## config.mk

```make
export PLATFORM = sky130hd
export DESIGN_NAME = c7bbiu_ifill
export DESIGN_NICKNAME = d
export VERILOG_FILES = /design/src/rtl/c7bbiu_ifill.sv
export SDC_FILE = /design/constraint.sdc
export NUM_CORES = 1
export LEC_CHECK = 0
export ABC_AREA = 1
export BUFFER_PORTS_ARGS = -buffer_cell sky130_fd_sc_hd__buf_2
export CAP_MARGIN = 20
export CORE_UTILIZATION = 30
export CTS_CLUSTER_DIAMETER = 200
export CTS_CLUSTER_SIZE = 20
export DETAILED_ROUTE_END_ITERATION = 10
export HOLD_SLACK_MARGIN = 0.02
export PLACE_DENSITY = 0.51
export SLEW_MARGIN = 10
export SYNTH_ARGS = -nofsm -noshare
export SYNTH_HDL_FRONTEND = slang
export SYNTH_SLANG_ARGS = --single-unit
export TNS_END_PERCENT = 5
```

## constraint.sdc

```tcl
create_clock -name clk -period 8.36 [get_ports clk]
set_clock_uncertainty 0.1 [all_clocks]
set_input_delay 1.254 -clock clk [delete_from_list [all_inputs] [get_ports clk]]
set_output_delay 1.254 -clock clk [all_outputs]
set_load 0.05 [all_outputs]
```

## src/rtl/c7bbiu_ifill.sv

```systemverilog
// I-cache line-fill responder: one dword or a 4-beat line per request, single outstanding memory read.
// Define C7B_BIU_CWF_EN for critical-word-first line fills; otherwise line fills start at beat 0.
module c7bbiu_ifill #(
  parameter int unsigned LINE_BEATS = 4
) (
  input  logic        clk,
  input  logic        reset,
  input  logic        icu_biu_req,
  input  logic [28:0] icu_biu_addr,
  input  logic        icu_biu_single,
  output logic        biu_icu_ack,
  output logic        biu_icu_data_valid,
  output logic        biu_icu_data_last,
  output logic [63:0] biu_icu_data,
  output logic        biu_icu_fault,
  output logic        biu_mem_req,
  output logic [28:0] biu_mem_addr,
  input  logic        mem_biu_gnt,
  input  logic        mem_biu_rvalid,
  input  logic [63:0] mem_biu_rdata,
  input  logic        mem_biu_err
);

  typedef enum logic [1:0] {
    IDLE  = 2'd0,
    ISSUE = 2'd1,
    WAIT  = 2'd2
  } state_t;

  state_t      state;
  logic [26:0] line_q;
  logic [1:0]  start_q;
  logic [1:0]  beat_cnt;
  logic        single_q;

  logic [1:0]  start_sel;
  logic [1:0]  next_idx;
  logic        beat_last;
  logic        accept;

`ifdef C7B_BIU_CWF_EN
  assign start_sel = icu_biu_addr[1:0];
`else
  assign start_sel = icu_biu_single ? icu_biu_addr[1:0] : 2'b00;
`endif

  assign next_idx  = start_q + beat_cnt + 2'd1;
  assign beat_last = single_q || (beat_cnt == 2'(LINE_BEATS - 1)) || mem_biu_err;
  // The first IDLE cycle after a last beat does not accept, so a new ack lands
  // two cycles after the final data_valid.
  assign accept    = icu_biu_req && !biu_icu_data_valid;

  always_ff @(posedge clk or posedge reset) begin
    if (reset) begin
      state              <= IDLE;
      line_q             <= '0;
      start_q            <= '0;
      beat_cnt           <= '0;
      single_q           <= 1'b0;
      biu_icu_ack        <= 1'b0;
      biu_icu_data_valid <= 1'b0;
      biu_icu_data_last  <= 1'b0;
      biu_icu_data       <= '0;
      biu_icu_fault      <= 1'b0;
      biu_mem_req        <= 1'b0;
      biu_mem_addr       <= '0;
    end else begin
      biu_icu_ack        <= 1'b0;
      biu_icu_data_valid <= 1'b0;
      biu_icu_data_last  <= 1'b0;
      biu_icu_fault      <= 1'b0;
      case (state)
        IDLE: begin
          if (accept) begin
            line_q       <= icu_biu_addr[28:2];
            start_q      <= start_sel;
            single_q     <= icu_biu_single;
            beat_cnt     <= '0;
            biu_icu_ack  <= 1'b1;
            biu_mem_req  <= 1'b1;
            biu_mem_addr <= {icu_biu_addr[28:2], start_sel};
            state        <= ISSUE;
          end
        end
        ISSUE: begin
          if (mem_biu_gnt) begin
            biu_mem_req <= 1'b0;
            state       <= WAIT;
          end
        end
        WAIT: begin
          if (mem_biu_rvalid) begin
            biu_icu_data_valid <= 1'b1;
            biu_icu_data       <= mem_biu_rdata;
            biu_icu_fault      <= mem_biu_err;
            biu_icu_data_last  <= beat_last;
            if (beat_last) begin
              state <= IDLE;
            end else begin
              beat_cnt     <= beat_cnt + 2'd1;
              biu_mem_req  <= 1'b1;
              biu_mem_addr <= {line_q, next_idx};
              state        <= ISSUE;
            end
          end
        end
        default: state <= IDLE;
      endcase
    end
  end

endmodule

```

==> flow_metrics.tcl, run 1 <==
set metrics [dict create \
    min_path_type "register to register" \
    die_height_um 136 \
    commonest_cells_after_routing_fill_and_taps_aside "sky130_fd_sc_hd__nand2_1 (345), sky130_fd_sc_hd__buf_2 (197), sky130_fd_sc_hd__dfrtp_1 (132), sky130_fd_sc_hd__o21ai_0 (51), sky130_fd_sc_hd__inv_1 (38)" \
    total_of_fill_cells_in_the_finished_design 1834 \
    final_design_instance_area_without_fill_um2 7060 \
    die_w_um 136 \
    placed_cell_area_um2 6500 \
    cts_root_buf "sky130_fd_sc_hd__clkbuf_16" \
    worstSetupStartpointType "primary input" \
    place.gp.congestion 0.737 \
    wl_per_cell_um 12.6 \
    synthesis.area_per_instance_um2 8.53 \
    drt.antenna.violating_nets 0 \
    tns_ns 0 \
    tightest_slew_ns 0.838 \
    path_clk_slew_ns 0.06 \
    finalWirelength_um 13400 \
    combinational_power_share_pct 46.4 \
    final_hold_viol_count 0 \
    crit_path_max_fanout 31 \
    critical-path-top-delay-family "simple AND/OR/NAND/NOR gates" \
    crit_chain "buf_2 > inv_1 > nor2_1 > nand2_1 > nand2_2 > inv_2 > o31ai_1" \
    antenna_cells_inserted 0 \
    grt_pass1_wl_um 21200 \
    boundaryPins 198 \
    grt_max_degree 68 \
    proportion_of_power_drawn_by_flip_flops_and_latches_pct 32.3 \
    yosysUniqueCellTypes 19 \
    slowest_cell_on_the_critical_path "sky130_fd_sc_hd__inv_2" \
    worst-setup-path-type "primary input to register" \
    min_period_over_period_pct 37.1 \
    finish.net_count 924 \
    cts_max_path_buffers 2 \
    final_common_cell "sky130_fd_sc_hd__nand2_1" \
    critPathBufInv 3 \
    power_density_nw_per_um2 467 \
    timing.max_slew.rel_slack_pct 44.1 \
    first_global_vias 4203 \
    setup-violations-final 0 \
    worstSkewPairLatency_ns 0.41 \
    numCtsBuffers 17 \
    io_buffers 197 \
    finish.cell_count_without_fillers 1060 \
    overflow 0 \
    finalPower_mw 3.30 \
    first_pass_iters 4 \
    fmaxAchievable_ghz 0.322 \
    max_cap_viol_count 0 \
    detailedPlacementHpwl_um 8830 \
    timing.critical_path.required_ns 8.52 \
    grt_use_total_pct 14.8 \
    vias 4522 \
    post_cts.resized_instances 0 \
    placeableCoreArea_um2 17400 \
    intPower_mw 1.68 \
    p_leak_nw 4.02 \
    yosysWarnings 0 \
    cts_sinks 132 \
    postCtsSetupBuffers 0 \
    antenna_violations_before_repair 0 \
    tritoncts_clock_tree "yes" \
    synth-seq-cells 132 \
    power.share.switching_pct 49.1 \
    finalWorstPathRequiredPeriod_ns 3.10 \
    htreeDepth 4 \
    fraction_of_layout_instances_using_a_drive_strength_above_1_pct 28.7 \
    detail_route.vias_per_cell 4.27 \
    die_area_um2 18600 \
    fp-row-count 48 \
    critPathArrivalTime_ns 3.26 \
    power.ir.vdd_worst_v 0.000211 \
    cp-end-kind "register" \
    syn_to_final_growth_pct 30.6 \
    outcome "complete, no violations" \
    rsz0062_at_grt "false" \
    cp_slowest_stage_delay_ns 0.62 \
    fin_hold_ws_ns 0.364 \
    synth.cell_area_um2 5410 \
    number_of_hold_buffers_added_after_cts 0 \
    synth_nets 736 \
    effective_utilization_at_floorplan_pct 31.0 \
    first_iteration_detailed_routing_drc_count 145 \
    pwr-share-clk_pct 21.3 \
    dpl.cell_count 1028 \
    syn_inst 634 \
    ys_seq_area_share_pct 61.1 \
    p_sw_mw 1.62 \
    post-route-drc-count 0 \
    maxSlewViolCount 0 \
]
## worst register-to-register path, cell delays in order (launching register included)
cell and delay, ns:
sky130_fd_sc_hd__dfrtp_1 0.45, sky130_fd_sc_hd__nor2_1 0.06, sky130_fd_sc_hd__nand2_1 0.48, sky130_fd_sc_hd__nand2_2 0.55
sky130_fd_sc_hd__inv_2 0.64, sky130_fd_sc_hd__o31ai_1 0.16
## worst paths after layout
kind	cells after the start	start	end	slack, ns
max	7	icu_biu_req	state[0]$_DFFE_PP0P_	5.26
min	2	biu_icu_data[41]$_DFFE_PP0P_	biu_icu_data[41]$_DFFE_PP0P_	0.36
max reg2reg	5	state[1]$_DFFE_PP0P_	state[0]$_DFFE_PP0P_	5.77
min reg2reg	2	biu_icu_data[41]$_DFFE_PP0P_	biu_icu_data[41]$_DFFE_PP0P_	0.36
max in group asynchronous	3	reset	line_q[26]$_DFFE_PP0P_	6.02
min in group asynchronous	2	reset	biu_icu_fault$_DFF_PP0_	0.82
## cell type report
type | instances | area, µm² | area share (%)
inverter | 42 | 163 | 2.30
sequential | 132 | 3300 | 46.8
timing repair buffer | 200 | 1010 | 14.3
tap | 225 | 282 | 3.99
multi-input combinational | 429 | 1740 | 24.7
clock buffer | 19 | 453 | 6.41
clock inverter | 13 | 109 | 1.54
## layer usage
layer	vias up	part of all wire, %	track usage [%]
li1	2308	-	-
met1	2051	47	19.1
met2	149	44	23.0
met3	14	7.9	5.26
met4	0	1.3	5.25
met5	-	0	0
## through the flow
step | utilization (%) | setup WS [ns]
floorplan | - | 3.48
global placement | 37.3 | 4.77
detailed placement | 37.3 | 4.72
CTS | 40.5 | 5.19
global route | 40.5 | 4.98
finish | 40.5 | 5.26
## cell families (layout without fill, tap and decap cells)
family	count (synthesis)	in the layout	share of synthesized area (%)
AO/OA/AOI/OAI	63	63	5.88
buffers and inverters	73	274	6.62
adder cells (fa/ha/maj)	2	2	0.463
flip-flops	132	132	61.1
AND/OR/NAND/NOR	364	364	25.9
## Yosys cell counts, drive strengths merged
library cell	count	share of area [%]
nand2	348	24
dfrtp	132	61
o21ai	62	5.7
inv	42	2.9
buf	27	3.4
nand3	8	0.74
nor2	6	0.56
clkbuf	4	0.28
ha	2	0.46
nand3b	1	0.14
nor3	1	0.093
o31ai	1	0.14
## power by group through the flow
stage                     Clock (mW)  Combinational [mW]  Sequential, mW
after floorplan                    0               0.471            1.81
after global placement             0                1.54            1.07
after detailed placement           0                1.56            1.07
after CTS                      0.726                1.56            1.07
after global routing           0.751                1.67            1.10
final                          0.703                1.53            1.06
## sequential cells by signal, summed over array words and instances, names as in the netlist
register / count
biu_icu_data: 64
biu_mem_addr: 29
line_q: 27
beat_cnt: 2
start_q: 2
state: 2
biu_icu_ack: 1
biu_icu_data_last: 1
biu_icu_data_valid: 1
biu_icu_fault: 1
biu_mem_req: 1
single_q: 1
No activity file was read; power rests on OpenSTA's default activity.
==> run 2: changes to the inputs <==
Settings changed: PLACE_DENSITY 0.51 to 0.53.
Clock period 8.36 ns to 2.5 ns, I/O delays scaled along.
==> run 2 against run 1 <==
  * Setup slack lost 4.8 ns
  * Clock power grew to 3.6 times the previous value
  * Routed wire length shrank 0.61%
  * Sequential power grew to 3.4 times the previous value
  * First-iteration DRC count grew 31%
  * Total power grew to 3.4 times the previous value
  * Sequential cell count is the same
  * Register-to-register slack lost 5.3 ns
  * Count of clock-buffer cells in the layout grew 3
  * Non-clock buffer count grew 7
  * Combinational power grew to 3.4 times the previous value
  * Cell count grew 0.57%
  * Critical path type is now register to register
==> flow_metrics.tcl, run 2 (same netlist as run 1, synthesis figures left out) <==
set metrics [dict create \
    regMostFlops "biu_icu_data" \
    first_iteration_detailed_routing_drc_count 190 \
    post-route-drc-count 0 \
    placeableCoreArea_um2 17400 \
    cts_max_path_buffers 2 \
    place.gp.congestion 0.778 \
    combinational_power_share_pct 46.0 \
    fraction_of_layout_instances_using_a_drive_strength_above_1_pct 28.8 \
    cts_root_buf "sky130_fd_sc_hd__clkbuf_16" \
    fmaxAchievable_ghz 0.502 \
    commonest_cells_after_routing_fill_and_taps_aside "sky130_fd_sc_hd__nand2_1 (345), sky130_fd_sc_hd__buf_2 (197), sky130_fd_sc_hd__dfrtp_1 (132), sky130_fd_sc_hd__o21ai_0 (51), sky130_fd_sc_hd__inv_1 (38)" \
    intPower_mw 5.86 \
    fp-row-count 48 \
    die_area_um2 18600 \
    postCtsSetupBuffers 0 \
    power.ir.vdd_worst_v 0.000775 \
    critPathArrivalTime_ns 2.18 \
    antenna_violations_before_repair 0 \
    numCtsBuffers 17 \
    die_w_um 136 \
    outcome "complete, no violations" \
    setup-violations-final 0 \
    io_buffers 197 \
    final_design_instance_area_without_fill_um2 7180 \
    finalPower_mw 11.2 \
    finish.net_count 931 \
    dpl.cell_count 1034 \
    pwr-share-clk_pct 22.3 \
    tightest_slew_ns 0.676 \
    total_of_fill_cells_in_the_finished_design 1869 \
    final_hold_viol_count 0 \
    htreeDepth 4 \
    min_path_type "primary input to register" \
    grt_max_degree 68 \
    overflow 0 \
    tritoncts_clock_tree "yes" \
    proportion_of_power_drawn_by_flip_flops_and_latches_pct 31.7 \
    slowest_cell_on_the_critical_path "sky130_fd_sc_hd__dfrtp_1" \
    largest_reg_flops 64 \
    crit_path_max_fanout 31 \
    first_global_vias 4376 \
    finalWorstPathRequiredPeriod_ns 1.99 \
    first_pass_iters 4 \
    maxSlewViolCount 0 \
    power_density_nw_per_um2 1570 \
    grt_pass1_wl_um 21500 \
    p_sw_mw 5.39 \
    cp_slowest_stage_delay_ns 0.41 \
    critPathBufInv 2 \
    min_period_over_period_pct 79.7 \
    die_height_um 136 \
    worst_path_most_repeated_cell "sky130_fd_sc_hd__nand2_1" \
    power.share.switching_pct 47.9 \
    top_regs "biu_icu_data x64, biu_mem_addr x29, line_q x27" \
    detail_route.vias_per_cell 4.23 \
    detailedPlacementHpwl_um 9120 \
    effective_utilization_at_floorplan_pct 31.0 \
    finish.cell_count_without_fillers 1066 \
    rsz0062_at_grt "false" \
    crit_chain "ha_1 > inv_1 > nand2_1 > nor2_1 > nand2_2 > nand2_2 > inv_2 > nand2_1 > nand2_1" \
    worstSetupStartpointType "register" \
    worstSkewPairLatency_ns 0.41 \
    p_leak_nw 4.09 \
    timing.critical_path.required_ns 2.69 \
    grt_use_total_pct 14.9 \
    finalWirelength_um 13300 \
    path_clk_slew_ns 0.06 \
    max_cap_viol_count 0 \
    timing.max_slew.rel_slack_pct 54.8 \
    critical-path-top-delay-family "simple AND/OR/NAND/NOR gates" \
    antenna_cells_inserted 0 \
    syn_to_final_growth_pct 32.9 \
    boundaryPins 198 \
    cp-end-kind "register" \
    wl_per_cell_um 12.5 \
    cts_sinks 132 \
    final_common_cell "sky130_fd_sc_hd__nand2_1" \
    vias 4507 \
    placed_cell_area_um2 6580 \
    worst-setup-path-type "register to register" \
    tns_ns 0 \
    drt.antenna.violating_nets 0 \
]
[run 2: power groups by stage]
stage | Sequential (mW) | Clock (mW) | Combinational (mW)
3_3_place_gp | 3.59 | 0 | 5.19
4_1_cts | 3.58 | 2.57 | 5.24
3_5_place_dp | 3.60 | 0 | 5.23
5_1_grt | 3.69 | 2.66 | 5.66
6_report | 3.57 | 2.50 | 5.17
2_1_floorplan | 6.04 | 0 | 1.58
[run 2: layout make-up]
| type | instances | area [µm²] | share of cell area, % |
|---|---|---|---|
| clock buffers | 22 | 464 | 6.46 |
| clock inverters | 9 | 129 | 1.79 |
| inverters | 42 | 161 | 2.25 |
| multi-input cells | 429 | 1740 | 24.3 |
| flip-flops and latches | 132 | 3300 | 46.0 |
| well taps | 225 | 282 | 3.92 |
| repair buffers | 207 | 1100 | 15.3 |
[run 2: path summary, 6_finish.rpt]
| kind | slack (ns) | startpoint | cells past startpoint | endpoint |
|---|---|---|---|---|
| hold / removal | 0.06 | mem_biu_rdata[53] | 3 | biu_icu_data[53]$_DFFE_PP0P_ |
| setup / recovery | 0.51 | beat_cnt[0]$_DFFE_PP0P_ | 9 | biu_mem_addr[21]$_DFFE_PP0P_ |
| min in group asynchronous | 0.38 | reset | 3 | biu_icu_data[32]$_DFFE_PP0P_ |
| max in group asynchronous | 1.26 | reset | 4 | start_q[0]$_DFFE_PP0P_ |
| hold reg to reg | 0.36 | biu_icu_data[40]$_DFFE_PP0P_ | 2 | biu_icu_data[40]$_DFFE_PP0P_ |
| setup reg to reg | 0.51 | beat_cnt[0]$_DFFE_PP0P_ | 9 | biu_mem_addr[21]$_DFFE_PP0P_ |
[run 2: per-layer routing]
layer | up-vias | wire length [µm] | share of wire [%] | global-route usage [%]
met1 | 2022 | 6200 | 47 | 19.4
met3 | 14 | 1020 | 7.7 | 4.29
met5 | - | 0 | 0 | 0
met4 | 0 | 168 | 1.3 | 5.31
li1 | 2323 | - | - | -
met2 | 148 | 5910 | 44 | 23.5
[run 2: per-stage QoR]
step                      worst slack, ns  utilization, %  hold slack [ns]
after global placement              0.549            37.8            0.263
after floorplan                     0.388               -            0.353
after global routing                0.296            41.3           0.0559
after detailed placement            0.493            37.8            0.263
after CTS                           0.476            41.3           0.0397
final                               0.508            41.3           0.0589
[run 2: what timing repair did]
| action | 4_1_cts | 5_1_grt |
|---|---|---|
| hold endpoints to repair | 10 | 0 |
| endpoints found under the setup margin | 0 | 0 |
| hold buffers | 1 | 0 |
| gates resized for setup | 0 | 0 |
[run 2: worst reg2reg max path: cells and delay by family (launching register included)]
| kind | cells | cell delay, ns |
|---|---|---|
| and+or+nand+nor | 6 | 0.81 |
| adders and majority gates | 1 | 0.20 |
| DFF | 1 | 0.41 |
| buffers and inverters | 2 | 0.37 |
